<file path="config.mk">
export PLATFORM = sky130hd
export DESIGN_NAME = mem_stage_ctrl_flat
export DESIGN_NICKNAME = d
export VERILOG_FILES = /design/src/rtl/mem_stage_ctrl_if.sv /design/src/rtl/mem_stage_ctrl.sv /design/src/flat_wrapper.sv
export SDC_FILE = /design/constraint.sdc
export NUM_CORES = 1
export LEC_CHECK = 0
export BUFFER_PORTS_ARGS = -buffer_cell sky130_fd_sc_hd__buf_2
export CORE_MARGIN = 2
export CORE_UTILIZATION = 42
export CTS_BUF_LIST = sky130_fd_sc_hd__clkbuf_4 sky130_fd_sc_hd__clkbuf_8
export CTS_CLUSTER_DIAMETER = 150
export DETAILED_ROUTE_END_ITERATION = 10
export GPL_TIMING_DRIVEN = 1
export PLACE_DENSITY_LB_ADDON = 0.15
export SETUP_SLACK_MARGIN = 0.4
export SLEW_MARGIN = 15
export SYNTH_ARGS = -nofsm -noshare
export SYNTH_HDL_FRONTEND = slang
export SYNTH_SLANG_ARGS = --single-unit
</file>
<file path="constraint.sdc">
create_clock -name clk -period 3.6 [get_ports clk]
set_clock_uncertainty 0.15 [all_clocks]
set_input_delay 0.54 -clock clk [delete_from_list [all_inputs] [get_ports clk]]
set_output_delay 0.54 -clock clk [all_outputs]
set_load 0.02 [all_outputs]
</file>
<file path="src/rtl/mem_stage_ctrl_if.sv">
// Data-memory req/ack bus: master is the MEM-stage controller, slave is the data memory.
interface mem_stage_ctrl_if #(
  parameter int WIDTH = 32
);
  logic             DmReq;
  logic             DmWe;
  logic [WIDTH-1:0] DmAddr;
  logic [WIDTH-1:0] DmWdata;
  logic             DmAck;
  logic [WIDTH-1:0] DmRdata;

  modport master (
    output DmReq, DmWe, DmAddr, DmWdata,
    input  DmAck, DmRdata
  );

  modport slave (
    input  DmReq, DmWe, DmAddr, DmWdata,
    output DmAck, DmRdata
  );
endinterface

</file>
<file path="src/rtl/mem_stage_ctrl.sv">
// EX/MEM register plus data-memory req/ack controller; one access in flight, StallM holds the pipe until DmAck
// (min 1 stall cycle, N waits -> N+1). MISALIGN_CHECK_EN traps misaligned memops without issuing a request.
module mem_stage_ctrl #(
  parameter int WIDTH  = 32,
  parameter int REG_AW = 5
) (
  input  logic              clk,
  input  logic              rst,
  input  logic [WIDTH-1:0]  ALUOutE,
  input  logic [WIDTH-1:0]  WriteDataE,
  input  logic [REG_AW-1:0] WriteRegE,
  input  logic              RegWriteE,
  input  logic              MemtoRegE,
  input  logic              MemWriteE,
  output logic [WIDTH-1:0]  ALUOutM,
  output logic [REG_AW-1:0] WriteRegM,
  output logic              RegWriteM,
  output logic              MemtoRegM,
  output logic [WIDTH-1:0]  ReadDataM,
  output logic              StallM,
  output logic              MisalignM,
  mem_stage_ctrl_if.master  dm
);

  typedef enum logic [1:0] {
    IDLE = 2'd0,
    WAIT = 2'd1,
    DONE = 2'd2
  } state_t;

  state_t           state;
  state_t           stateNext;
  logic [WIDTH-1:0] writeDataM;
  logic             regWriteQ;
  logic             memWriteM;
  logic             memop;
  logic             isLoad;
  logic             misalign;
  logic             inAccess;
  logic             reqActive;
  logic             loadDone;

  // EX/MEM pipeline register; frozen for the whole access.
  always_ff @(posedge clk or posedge rst) begin
    if (rst) begin
      ALUOutM    <= '0;
      writeDataM <= '0;
      WriteRegM  <= '0;
      regWriteQ  <= 1'b0;
      MemtoRegM  <= 1'b0;
      memWriteM  <= 1'b0;
    end else if (!StallM) begin
      ALUOutM    <= ALUOutE;
      writeDataM <= WriteDataE;
      WriteRegM  <= WriteRegE;
      regWriteQ  <= RegWriteE;
      MemtoRegM  <= MemtoRegE;
      memWriteM  <= MemWriteE;
    end
  end

  assign memop  = memWriteM | MemtoRegM;
  // A load+store combination is treated as a store.
  assign isLoad = MemtoRegM & ~memWriteM;

`ifdef MISALIGN_CHECK_EN
  assign misalign = memop & (ALUOutM[1:0] != 2'b00);
`else
  assign misalign = 1'b0;
`endif

  always_ff @(posedge clk or posedge rst) begin
    if (rst) begin
      state <= IDLE;
    end else begin
      state <= stateNext;
    end
  end

  always_comb begin
    stateNext = state;
    inAccess  = memop & (state != DONE);
    reqActive = inAccess & ~misalign;
    loadDone  = reqActive & dm.DmAck & isLoad;
    unique case (state)
      IDLE: begin
        if (memop) begin
          stateNext = (misalign || dm.DmAck) ? DONE : WAIT;
        end
      end
      WAIT: begin
        if (dm.DmAck) begin
          stateNext = DONE;
        end
      end
      DONE:    stateNext = IDLE;
      default: stateNext = IDLE;
    endcase
  end

  always_ff @(posedge clk or posedge rst) begin
    if (rst) begin
      ReadDataM <= '0;
    end else if (loadDone) begin
      ReadDataM <= dm.DmRdata;
    end
  end

  assign StallM     = inAccess;
  assign dm.DmReq   = reqActive;
  assign dm.DmWe    = memWriteM;
  assign dm.DmAddr  = ALUOutM;
  assign dm.DmWdata = writeDataM;
  // A trapped access must not retire a register write.
  assign RegWriteM  = regWriteQ & ~misalign;
  assign MisalignM  = misalign & (state == DONE);

  aReqStable: assert property (@(posedge clk) disable iff (rst)
    (dm.DmReq && !dm.DmAck) |=> (dm.DmReq && $stable(dm.DmAddr) && $stable(dm.DmWe) && $stable(dm.DmWdata)));

  aDoneReleases: assert property (@(posedge clk) disable iff (rst)
    (state == DONE) |-> (!StallM && !dm.DmReq));

  aDoneOneCycle: assert property (@(posedge clk) disable iff (rst)
    (state == DONE) |=> (state == IDLE));

endmodule

</file>
<file path="src/flat_wrapper.sv">
// flat-port wrapper written by rule: the top's interface ports become plain ports
module mem_stage_ctrl_flat 
#(
  parameter int WIDTH  = 32,
  parameter int REG_AW = 5
)
  (clk, rst, ALUOutE, WriteDataE, WriteRegE, RegWriteE, MemtoRegE, MemWriteE, ALUOutM, WriteRegM, RegWriteM, MemtoRegM, ReadDataM, StallM, MisalignM, dm_DmReq, dm_DmWe, dm_DmAddr, dm_DmWdata, dm_DmAck, dm_DmRdata);
  mem_stage_ctrl_if #(.WIDTH(WIDTH)) dm_i ();
  input  logic clk;
  input  logic rst;
  input  logic [WIDTH-1:0] ALUOutE;
  input  logic [WIDTH-1:0] WriteDataE;
  input  logic [REG_AW-1:0] WriteRegE;
  input  logic RegWriteE;
  input  logic MemtoRegE;
  input  logic MemWriteE;
  output logic [WIDTH-1:0] ALUOutM;
  output logic [REG_AW-1:0] WriteRegM;
  output logic RegWriteM;
  output logic MemtoRegM;
  output logic [WIDTH-1:0] ReadDataM;
  output logic StallM;
  output logic MisalignM;
  output wire logic [$bits(dm_i.DmReq)-1:0] dm_DmReq;
  output wire logic [$bits(dm_i.DmWe)-1:0] dm_DmWe;
  output wire logic [$bits(dm_i.DmAddr)-1:0] dm_DmAddr;
  output wire logic [$bits(dm_i.DmWdata)-1:0] dm_DmWdata;
  input wire logic [$bits(dm_i.DmAck)-1:0] dm_DmAck;
  input wire logic [$bits(dm_i.DmRdata)-1:0] dm_DmRdata;
  assign dm_DmReq = dm_i.DmReq;
  assign dm_DmWe = dm_i.DmWe;
  assign dm_DmAddr = dm_i.DmAddr;
  assign dm_DmWdata = dm_i.DmWdata;
  assign dm_i.DmAck = dm_DmAck;
  assign dm_i.DmRdata = dm_DmRdata;
  mem_stage_ctrl #(.WIDTH(WIDTH), .REG_AW(REG_AW)) u_core (.clk(clk), .rst(rst), .ALUOutE(ALUOutE), .WriteDataE(WriteDataE), .WriteRegE(WriteRegE), .RegWriteE(RegWriteE), .MemtoRegE(MemtoRegE), .MemWriteE(MemWriteE), .ALUOutM(ALUOutM), .WriteRegM(WriteRegM), .RegWriteM(RegWriteM), .MemtoRegM(MemtoRegM), .ReadDataM(ReadDataM), .StallM(StallM), .MisalignM(MisalignM), .dm(dm_i));
endmodule
</file>
======== Word-level counts from Yosys, hierarchy flattened ========
Cells that the tools add are included.
operators by class
  equal/unequal tests ..................... 4
  muxes and demuxes ....................... 4
  bitwise operators ....................... 6
  reductions and logical operators ........ 2
operators by type and width
  cell                count
  $mux 2              3
  $and 1x1->1         4
  $ne 2x2->1 const B  2
  $pmux 2 s2          1
  $eq 2x1->1 const B  1
  $logic_not 2->1     1
  $ne 2x1->1 const B  1
  $reduce_and 2->1    1
  $not 1->1           1
  $or 1x1->1          1
word-level totals
  flip-flop bits (word level) ............. 106
  input bits .............................. 107
  output and inout bits ................... 139
  word-level logic and storage cells ...... 24

======== Logic depth before layout (Yosys ltp) ========
Gate-level depths: netlist (run 1).
  depth after elaboration ................. 4
  depth in mapped cells ................... 5
  gate-level depth less buffers ........... 3

======== Worst setup path before layout (run 1) ========
Ideal clock, no wire load.
  path kind ............................... reg-to-output
  start ................................... register u_core.MemtoRegM
  end ..................................... output dm_DmReq
  arrival time ............................ 1.194 ns
  required time ........................... 2.910 ns
  setup slack ............................. 1.716 ns
  cell stages (with the launch flop) ...... 5
  path buffers ............................ 3
  path through ............................ dfrtp_1 o21a_4 buf_12 buf_12 buf_4
between the ends
  cells in the longest elaborated chain, start to end .. 2
ends and longest elaborated chain
  item                      line                  source
  start: declaration        mem_stage_ctrl.sv:18  output logic MemtoRegM,
  start signal: assignment  mem_stage_ctrl.sv:57  MemtoRegM <= MemtoRegE;
  $or 1x1->1                mem_stage_ctrl.sv:62  assign memop = memWriteM | MemtoRegM;
  $and 1x1->1               mem_stage_ctrl.sv:82  inAccess = memop & (state != DONE);
  end: declaration          flat_wrapper.sv:24    output wire logic [$bits(dm_i.DmReq)-1:0] dm_DmReq;
No other way between the ends.

======== Worst setup path in the final report (run 1) ========
  start ................................... register u_core.state[1]
  end ..................................... output StallM
between the ends
  cells in the longest elaborated chain, start to end .. 2
ends and longest elaborated chain
  item                      line                  source
  start: declaration        mem_stage_ctrl.sv:31  state_t state;
  start signal: assignment  mem_stage_ctrl.sv:76  state <= stateNext;
  $ne 2x2->1                mem_stage_ctrl.sv:82
  $and 1x1->1               mem_stage_ctrl.sv:82
  end: declaration          flat_wrapper.sv:22    output logic StallM;
No other way between the ends.

==> impl_metrics.tcl, run 1 <==
set metrics [dict create \
    leakagePower_nw 3.10 \
    gr-total-overflow 0 \
    crit_required_ps 2910 \
    drc 0 \
    drv_slew 0 \
    place.gp.congestion 0.698 \
    clockRootBuffer "clkbuf_8" \
    ctsHoldBuffers 0 \
    hold_viol_final 0 \
    area.sequential_um2 2650 \
    hpwl_um 7040 \
    fin_crit_ps 2490 \
    ant_nets 0 \
    io_buffers 244 \
    ys_types 15 \
    die_area_um2 11800 \
    initial_core_util 0.427 \
    setup.worst_path.end_class "primary output" \
    post-cts-setup-buffers 0 \
    synth.avg_cell_area_um2 17.3 \
    hold_class "input port to asynchronous set/reset pin" \
    grt_pass1_wl_um 14200 \
    syn_to_final_growth_pct 26.1 \
    synth.yosys.warnings 0 \
    rsz0062_at_grt "false" \
    wl_um 9480 \
    rows 38 \
    grt_pass1_vias 2744 \
    grtUsageTotal 0.160 \
    slew_headroom 0.543 \
    finalSetupViolations 0 \
    cp_data_arrival_time_ps 1800 \
    layoutNonFillerInstCount 620 \
    yosysSeqAreaShare 0.578 \
    power.density_nw_per_um2 1070 \
    cts_made_buffers 9 \
    crit_fanout 35 \
    fmax_mhz 402 \
    path_class "flop to primary output" \
    die_w_um 109 \
    synthesis.nets 372 \
    status "complete, no violations" \
    first_iter_violations 98 \
    nFillCells 944 \
    drt-pass1-iter-count 4 \
    htree_levels 3 \
    vias_per_cell 4.55 \
    synth_cells 265 \
    cts.clk_slew.worst_paths_ps 90 \
    ios 246 \
    fin_crit_sh 0.691 \
    die_h_um 109 \
    worst_pin_slew_ps 686 \
    dr_total_vias 2823 \
    multi_input_area_um2 1500 \
    setup-tns-final_ps 0 \
    numPlacedInstances 607 \
    maxCapViolCount 0 \
    antenna_found_initial 0 \
    cts_tree "built" \
    drive_gt1_frac 0.767 \
    syn_area_um2 4590 \
    core_area_um2 10700 \
    clock_sinks 106 \
    routedWlPerCell_um 15.3 \
    ys_seq_elements 106 \
    grt_start_max_net_pins 80 \
    antenna_cells 0 \
    clock_path_buffers 2 \
    cts-resized-gates 0 \
    final_nets 585 \
    critPathLaunchType "flop" \
    clk_latency_ps 350 \
    peakVddDrop_mv 0.455 \
]
[registers in the layout, indices dropped and copies added, names as in the netlist]
name,count
u_core.MemtoRegM,1
u_core.dm.DmWdata,32
u_core.WriteRegM,5
u_core.ReadDataM,32
u_core.ALUOutM,32
u_core.RegWriteM,1
u_core.state,2
u_core.dm.DmWe,1
[critical path, stage by stage, from the launching register on]
cell	delay, ps
dfrtp_1	430
nand2b_4	120
o21a_4	570
buf_2	290
[routing by layer]
| layer | track usage | wire, µm |
|---|---|---|
| met1 | 0.192 | 3680 |
| met2 | 0.271 | 4930 |
| met3 | 0.0338 | 655 |
| met4 | 0.0806 | 215 |
| met5 | 0 | 0 |
[path summary, 6_finish.rpt]
kind,slack (ps),depth (start not counted),endpoint,startpoint
worst max-delay path,1110,3,StallM,u_core.state[1]
worst min-delay path,100,2,u_core.dm.DmWdata[20],rst
worst max register to register,1480,4,u_core.ALUOutM[9],u_core.state[1]
worst min register to register,360,1,u_core.ReadDataM[31],u_core.ReadDataM[31]
max in group asynchronous,2380,3,u_core.ALUOutM[26],rst
min in group clk,230,2,u_core.state[0],dm_DmAck
[cells in the final DEF, fill, tap and decap left out]
cell type,instances
bufinv_16,1
nor3b_1,1
o21a_4,1
clkinvlp_4,2
conb_1,1
nor3_1,2
nand4b_2,1
clkinv_2,1
buf_2,244
nand2_1,2
dfrtp_1,106
mux2_2,33
mux2_4,69
buf_4,1
a22o_2,2
buf_12,2
clkbuf_8,10
nand2b_4,1
[cells in the mapped netlist]
| master | count | area [µm²] |
|---|---|---|
| inv_1 | 1 | 3.75 |
| nand4b_2 | 1 | 15.0 |
| a22o_2 | 2 | 20.0 |
| buf_2 | 3 | 15.0 |
| nand2_1 | 2 | 7.51 |
| buf_12 | 8 | 160 |
| conb_1 | 1 | 3.75 |
| nor3_1 | 2 | 10.0 |
| nor3b_1 | 1 | 7.51 |
| dfrtp_1 | 106 | 2650 |
| mux2_2 | 33 | 372 |
| o21a_4 | 1 | 15.0 |
| mux2_4 | 69 | 1040 |
| nand2b_4 | 1 | 13.8 |
| buf_4 | 34 | 255 |
[cell families (layout without fill, tap and decap cells)]
kind of cell    after synthesis  after routing  share of synthesized area
flops                       106            106                      0.578
mux                         102            102                      0.307
buf+inv                      46            261                     0.0946
simple gates                  7              7                     0.0117
compound gates                3              3                    0.00764
other cells                   1              1                   0.000818
[power by group]
part,switching (mW),internal [mW],leakage [nW]
Combinational,1.79,1.54,1.77
Sequential,0.353,1.80,1.24
Clock,0.377,0.329,0.0901
Total,2.52,3.67,3.10
[metrics by stage]
stage / total power [mW] / hold slack, ps / setup WS (ps) / cell area [µm²] / utilization
final: 6.19 / 101 / 1110 / 5780 / 0.538
after global routing: 6.57 / 129 / 998 / 5780 / 0.538
after CTS: 6.28 / 101 / 1060 / 5780 / 0.538
after detailed placement: 5.55 / 337 / 1450 / 5600 / 0.522
after global placement: 5.51 / 333 / 1510 / 5600 / 0.522
after floorplan: 4.91 / 336 / 1640 / 4590 / -
[final cells by class]
cell class / count / share of cell area
inverter: 1 / 0.00130
sequential: 106 / 0.459
clock buffer: 10 / 0.0238
timing repair buffer: 247 / 0.219
multi-input combinational: 113 / 0.259
clock inverter: 3 / 0.00735
tap: 140 / 0.0303
Note: power is estimated with default switching activity, not from simulation.
==> inputs of run 2 (changes only) <==
==> constraint.sdc (replaced) <==
create_clock -name clk -period 2 [get_ports clk]
set_clock_uncertainty 0.15 [all_clocks]
set_input_delay 0.3 -clock clk [delete_from_list [all_inputs] [get_ports clk]]
set_output_delay 0.3 -clock clk [all_outputs]
set_load 0.02 [all_outputs]
==> impl_metrics.tcl, run 2 (synthesis gave the netlist of run 1 again) <==
set metrics [dict create \
    wl_um 11300 \
    maxCapViolCount 0 \
    clock_path_buffers 2 \
    core_area_um2 10700 \
    cts.clk_slew.worst_paths_ps 90 \
    drive_gt1_frac 0.705 \
    hold_class "input port to flop" \
    grtUsageTotal 0.180 \
    drt-pass1-iter-count 4 \
    place.gp.congestion 0.688 \
    swShare 0.392 \
    setup-tns-final_ps 0 \
    peakVddDrop_mv 0.817 \
    p_total_mw 12.3 \
    mostFrequentLayoutCell "buf_2" \
    fin_crit_sh 0.863 \
    worst_pin_slew_ps 545 \
    grt_start_max_net_pins 107 \
    setup.worst_path.end_class "flop" \
    critPathLaunchType "flop" \
    grt_pass1_vias 3167 \
    slew_headroom 0.637 \
    path_class "flop to flop" \
    place_area_um2 5640 \
    antenna_cells 0 \
    rsz0062_at_grt "true" \
    clock_power_share 0.125 \
    die_h_um 109 \
    grt_pass1_wl_um 16000 \
    rows 38 \
    drv_slew 0 \
    syn_to_final_growth_pct 47.1 \
    drc 0 \
    fin_crit_ps 1730 \
    initial_core_util 0.427 \
    seqPwrFrac 0.318 \
    clockRootBuffer "clkbuf_8" \
    cts_made_buffers 9 \
    ant_nets 0 \
    cts_tree "built" \
    fmax_mhz 580 \
    clock_sinks 106 \
    crit_required_ps 2090 \
    power.internal_mw 7.48 \
    crit_fanout 10 \
    final_area_um2 6750 \
    p_sw_mw 4.83 \
    antenna_found_initial 0 \
    cp_data_arrival_time_ps 1820 \
    hold_viol_final 0 \
    dr_total_vias 3137 \
    die_area_um2 11800 \
    die_w_um 109 \
    finalSetupViolations 0 \
    combPwrFrac 0.557 \
    hpwl_um 7030 \
    htree_levels 3 \
    routedWlPerCell_um 16.3 \
    leakagePower_nw 3.58 \
    io_buffers 244 \
    first_iter_violations 70 \
    gr-total-overflow 0 \
    power.density_nw_per_um2 1820 \
    vias_per_cell 4.53 \
    final_nets 655 \
    status "complete, no violations" \
    holdWs_ps 21.0 \
    ios 246 \
    layout_common_cells "buf_2 (242), dfrtp_1 (104), mux2_4 (76)" \
    clk_latency_ps 350 \
]
[run 2: cell count changes in the layout (fill, tap and decap cells not counted), moves of 4 or more]
cell,change
buf_4,+4
buf_16,+4
mux2_4,+7
mux2_2,-7
buf_6,+4
dlygate4sd3_1,+53
[run 2: metal layers]
layer  part of all wire  global-route usage  up-vias
li1                   -                   -     1445
met1               0.40               0.204     1532
met2               0.52               0.327      143
met3              0.065              0.0392       17
met4              0.018              0.0696        0
met5                  0                   0        -
[run 2: final cells by class]
cell class / count / area, µm²
Fill cell: 859 / 4000
Sequential cell: 106 / 2660
Timing Repair Buffer: 317 / 2130
Multi-Input combinational cell: 113 / 1540
Clock buffer: 13 / 179
Tap cell: 140 / 175
Clock inverter: 3 / 68.8
Inverter: 1 / 7.51
[run 2: per-stage QoR]
step                worst slack (ps)  instances   util
floorplan                        276        265      -
global placement                 384        608  0.525
finish                           275        693  0.628
CTS                              257        675  0.602
detailed placement               365        608  0.525
global route                     219        693  0.628
[run 2: timing repair]
action                                  CTS  global route
resized for setup                         8            17
endpoints found under the hold margin   144            14
hold buffers                             39            14
endpoints found under the setup margin   41            95
setup buffers                             9             0
cloned                                    3             4
[run 2: path summary, 6_finish.rpt]
kind                            slack [ps]                     to            startpoint  cells past startpoint
worst max-delay path                   280     u_core.ALUOutM[26]       u_core.state[1]                      5
worst min-delay path                    20   u_core.ReadDataM[27]        dm_DmRdata[27]                      2
worst max register to register         280     u_core.ALUOutM[26]       u_core.state[1]                      5
worst min register to register         360   u_core.ReadDataM[27]  u_core.ReadDataM[27]                      1
max in group asynchronous              730         u_core.dm.DmWe                   rst                      4
min in group asynchronous              560  u_core.dm.DmWdata[22]                   rst                      4
[run 2: critical path, stage by stage (launching register included)]
cell and delay, ps:
dfrtp_1 420, nand2b_4 90, o21a_4 150, buf_6 180
bufbuf_16 320, mux2_4 300
[run 2: power by group through the flow]
stage | Clock [mW] | Combinational, mW | Sequential (mW)
floorplan | 0 | 3.59 | 5.24
global placement | 0 | 6.08 | 3.91
detailed placement | 0 | 6.12 | 3.95
CTS | 1.60 | 6.67 | 3.91
global route | 1.69 | 7.25 | 4.07
finish | 1.54 | 6.86 | 3.92
==> inputs of run 3 (changes only) <==
--- a/config.mk
+++ b/config.mk
@@ -13,7 +13,7 @@
 export DETAILED_ROUTE_END_ITERATION = 10
 export GPL_TIMING_DRIVEN = 1
 export PLACE_DENSITY_LB_ADDON = 0.15
-export SETUP_SLACK_MARGIN = 0.4
+export SETUP_SLACK_MARGIN = 0.1
 export SLEW_MARGIN = 15
 export SYNTH_ARGS = -nofsm -noshare
 export SYNTH_HDL_FRONTEND = slang
==> impl_metrics.tcl, run 3 (synthesis gave the netlist of run 1 again) <==
set metrics [dict create \
    grtUsageTotal 0.166 \
    fin_crit_ps 1850 \
    final_nets 638 \
    crit_cells 5 \
    first_iter_violations 102 \
    worstPathCellList "nand2b_4 -> o21a_4 -> buf_4 -> buf_4 -> mux2_4" \
    critPathSlowestCell "dfrtp_1" \
    path_buf_inv 2 \
    holdWs_ps 13.6 \
    setup.worst_path.end_class "flop" \
    drive_gt1_frac 0.725 \
    grt_pass1_vias 2887 \
    power.density_nw_per_um2 1820 \
    hold-path-cell-count 2 \
    syn_to_final_growth_pct 37.9 \
    dr_total_vias 3011 \
    worst_pin_slew_ps 503 \
    grt_pass1_wl_um 14900 \
    cts_made_buffers 9 \
    slew_headroom 0.664 \
    top_layer "met4" \
    grt_start_max_net_pins 48 \
    cts.clk_slew.worst_paths_ps 90 \
    place.gp.congestion 0.785 \
    die_h_um 109 \
    power.internal_mw 6.86 \
    clock_path_buffers 2 \
    p_total_mw 11.5 \
    gr-total-overflow 0 \
    nFillCells 886 \
    drv_slew 0 \
    status "complete, no violations" \
    antenna_cells 0 \
    clock_power_share 0.107 \
    critPathTopFamily "buffers and inverters" \
    layout_common_cells "buf_2 (242), dfrtp_1 (105), mux2_4 (69)" \
    finalSetupViolations 0 \
    vias_per_cell 4.46 \
    dr_wl_met2_um 5180 \
    fmax_mhz 541 \
    setup-tns-final_ps 0 \
    hold_viol_final 0 \
    rows 38 \
    fin_crit_sh 0.923 \
    clock_sinks 106 \
    cp_data_arrival_time_ps 1940 \
    htree_levels 3 \
    io_buffers 244 \
    seqPwrFrac 0.338 \
    cpMostUsedCell "buf_4" \
    wl_met1_um 4070 \
    leakagePower_nw 3.36 \
    hold_class "input port to flop" \
    die_area_um2 11800 \
    core_area_um2 10700 \
    die_w_um 109 \
    clk_latency_ps 360 \
    crit_required_ps 2090 \
    maxCapViolCount 0 \
    ios 246 \
    crit_fanout 12 \
    drc 0 \
    p_sw_mw 4.65 \
    path_class "flop to flop" \
    drt-pass1-iter-count 4 \
    critPathLaunchType "flop" \
    hpwl_um 7030 \
    slowest_delay_ps 430 \
    wl_um 10100 \
    initial_core_util 0.427 \
    antenna_found_initial 0 \
    routed-wl-met3_um 609 \
    peakVddDrop_mv 0.978 \
    r2r_cells 5 \
    combPwrFrac 0.555 \
    clockRootBuffer "clkbuf_8" \
    rsz0062_at_grt "false" \
    mostFrequentLayoutCell "buf_2" \
    routedWlPerCell_um 14.9 \
    swShare 0.404 \
    ant_nets 0 \
    cts_tree "built" \
]
## run 3: cell types whose count changed in the layout (fill, tap and decap cells not counted), moves of 2 or more
cell           change
dlygate4sd3_1     -17
buf_8              -3
clkbuf_4           +2
bufinv_16          -2
buf_12             +4
mux2_4             -7
clkbuf_16          -3
buf_4             +11
mux2_2             +7
buf_16             -4
clkbuf_8           -2
buf_6              -4
## run 3: through the flow
stage	area [µm²]	cells	worst slack, ps	util
global route	6330	675	97.9	0.589
floorplan	4590	265	276	-
CTS	6160	656	94.7	0.573
global placement	5680	611	302	0.529
detailed placement	5680	611	255	0.529
finish	6330	675	153	0.589
## run 3: area by class of cell
class                   count  area, µm²  area share
flip-flops and latches    106       2650       0.419
repair buffers            300       1810       0.286
well taps                 140        175      0.0277
inverters                   1       7.51     0.00119
clock buffers              13        166      0.0263
multi-input cells         113       1500       0.237
clock inverters             2       12.5     0.00198
## run 3: power by group through the flow
stage	Combinational, mW	Sequential (mW)	Clock [mW]
global placement	6.13	3.90	0
finish	6.38	3.89	1.23
global route	6.77	4.05	1.36
detailed placement	6.19	3.92	0
CTS	6.27	3.90	1.26
floorplan	3.59	5.24	0
## run 3: path summary, 6_finish.rpt
kind                                 startpoint                    end  slack, ps
max                             u_core.state[1]   u_core.dm.DmWdata[7]        150
min                                   RegWriteE       u_core.RegWriteM         10
max reg2reg                     u_core.state[1]   u_core.dm.DmWdata[7]        150
min in group asynchronous                   rst  u_core.dm.DmWdata[16]        350
min reg2reg                u_core.ReadDataM[15]   u_core.ReadDataM[15]        360
max in group asynchronous                   rst   u_core.ReadDataM[21]        740
## run 3: repair_timing
action	in CTS	in global routing
hold buffers	29	7
setup endpoints to repair	2	21
hold endpoints to repair	47	7
gates resized for setup	0	3
buffers inserted	1	12
## run 3: per-layer routing
layer / GRT usage / up-vias
li1: - / 1403
met1: 0.206 / 1463
met2: 0.276 / 129
met3: 0.0344 / 16
met4: 0.0833 / 0
met5: 0 / -
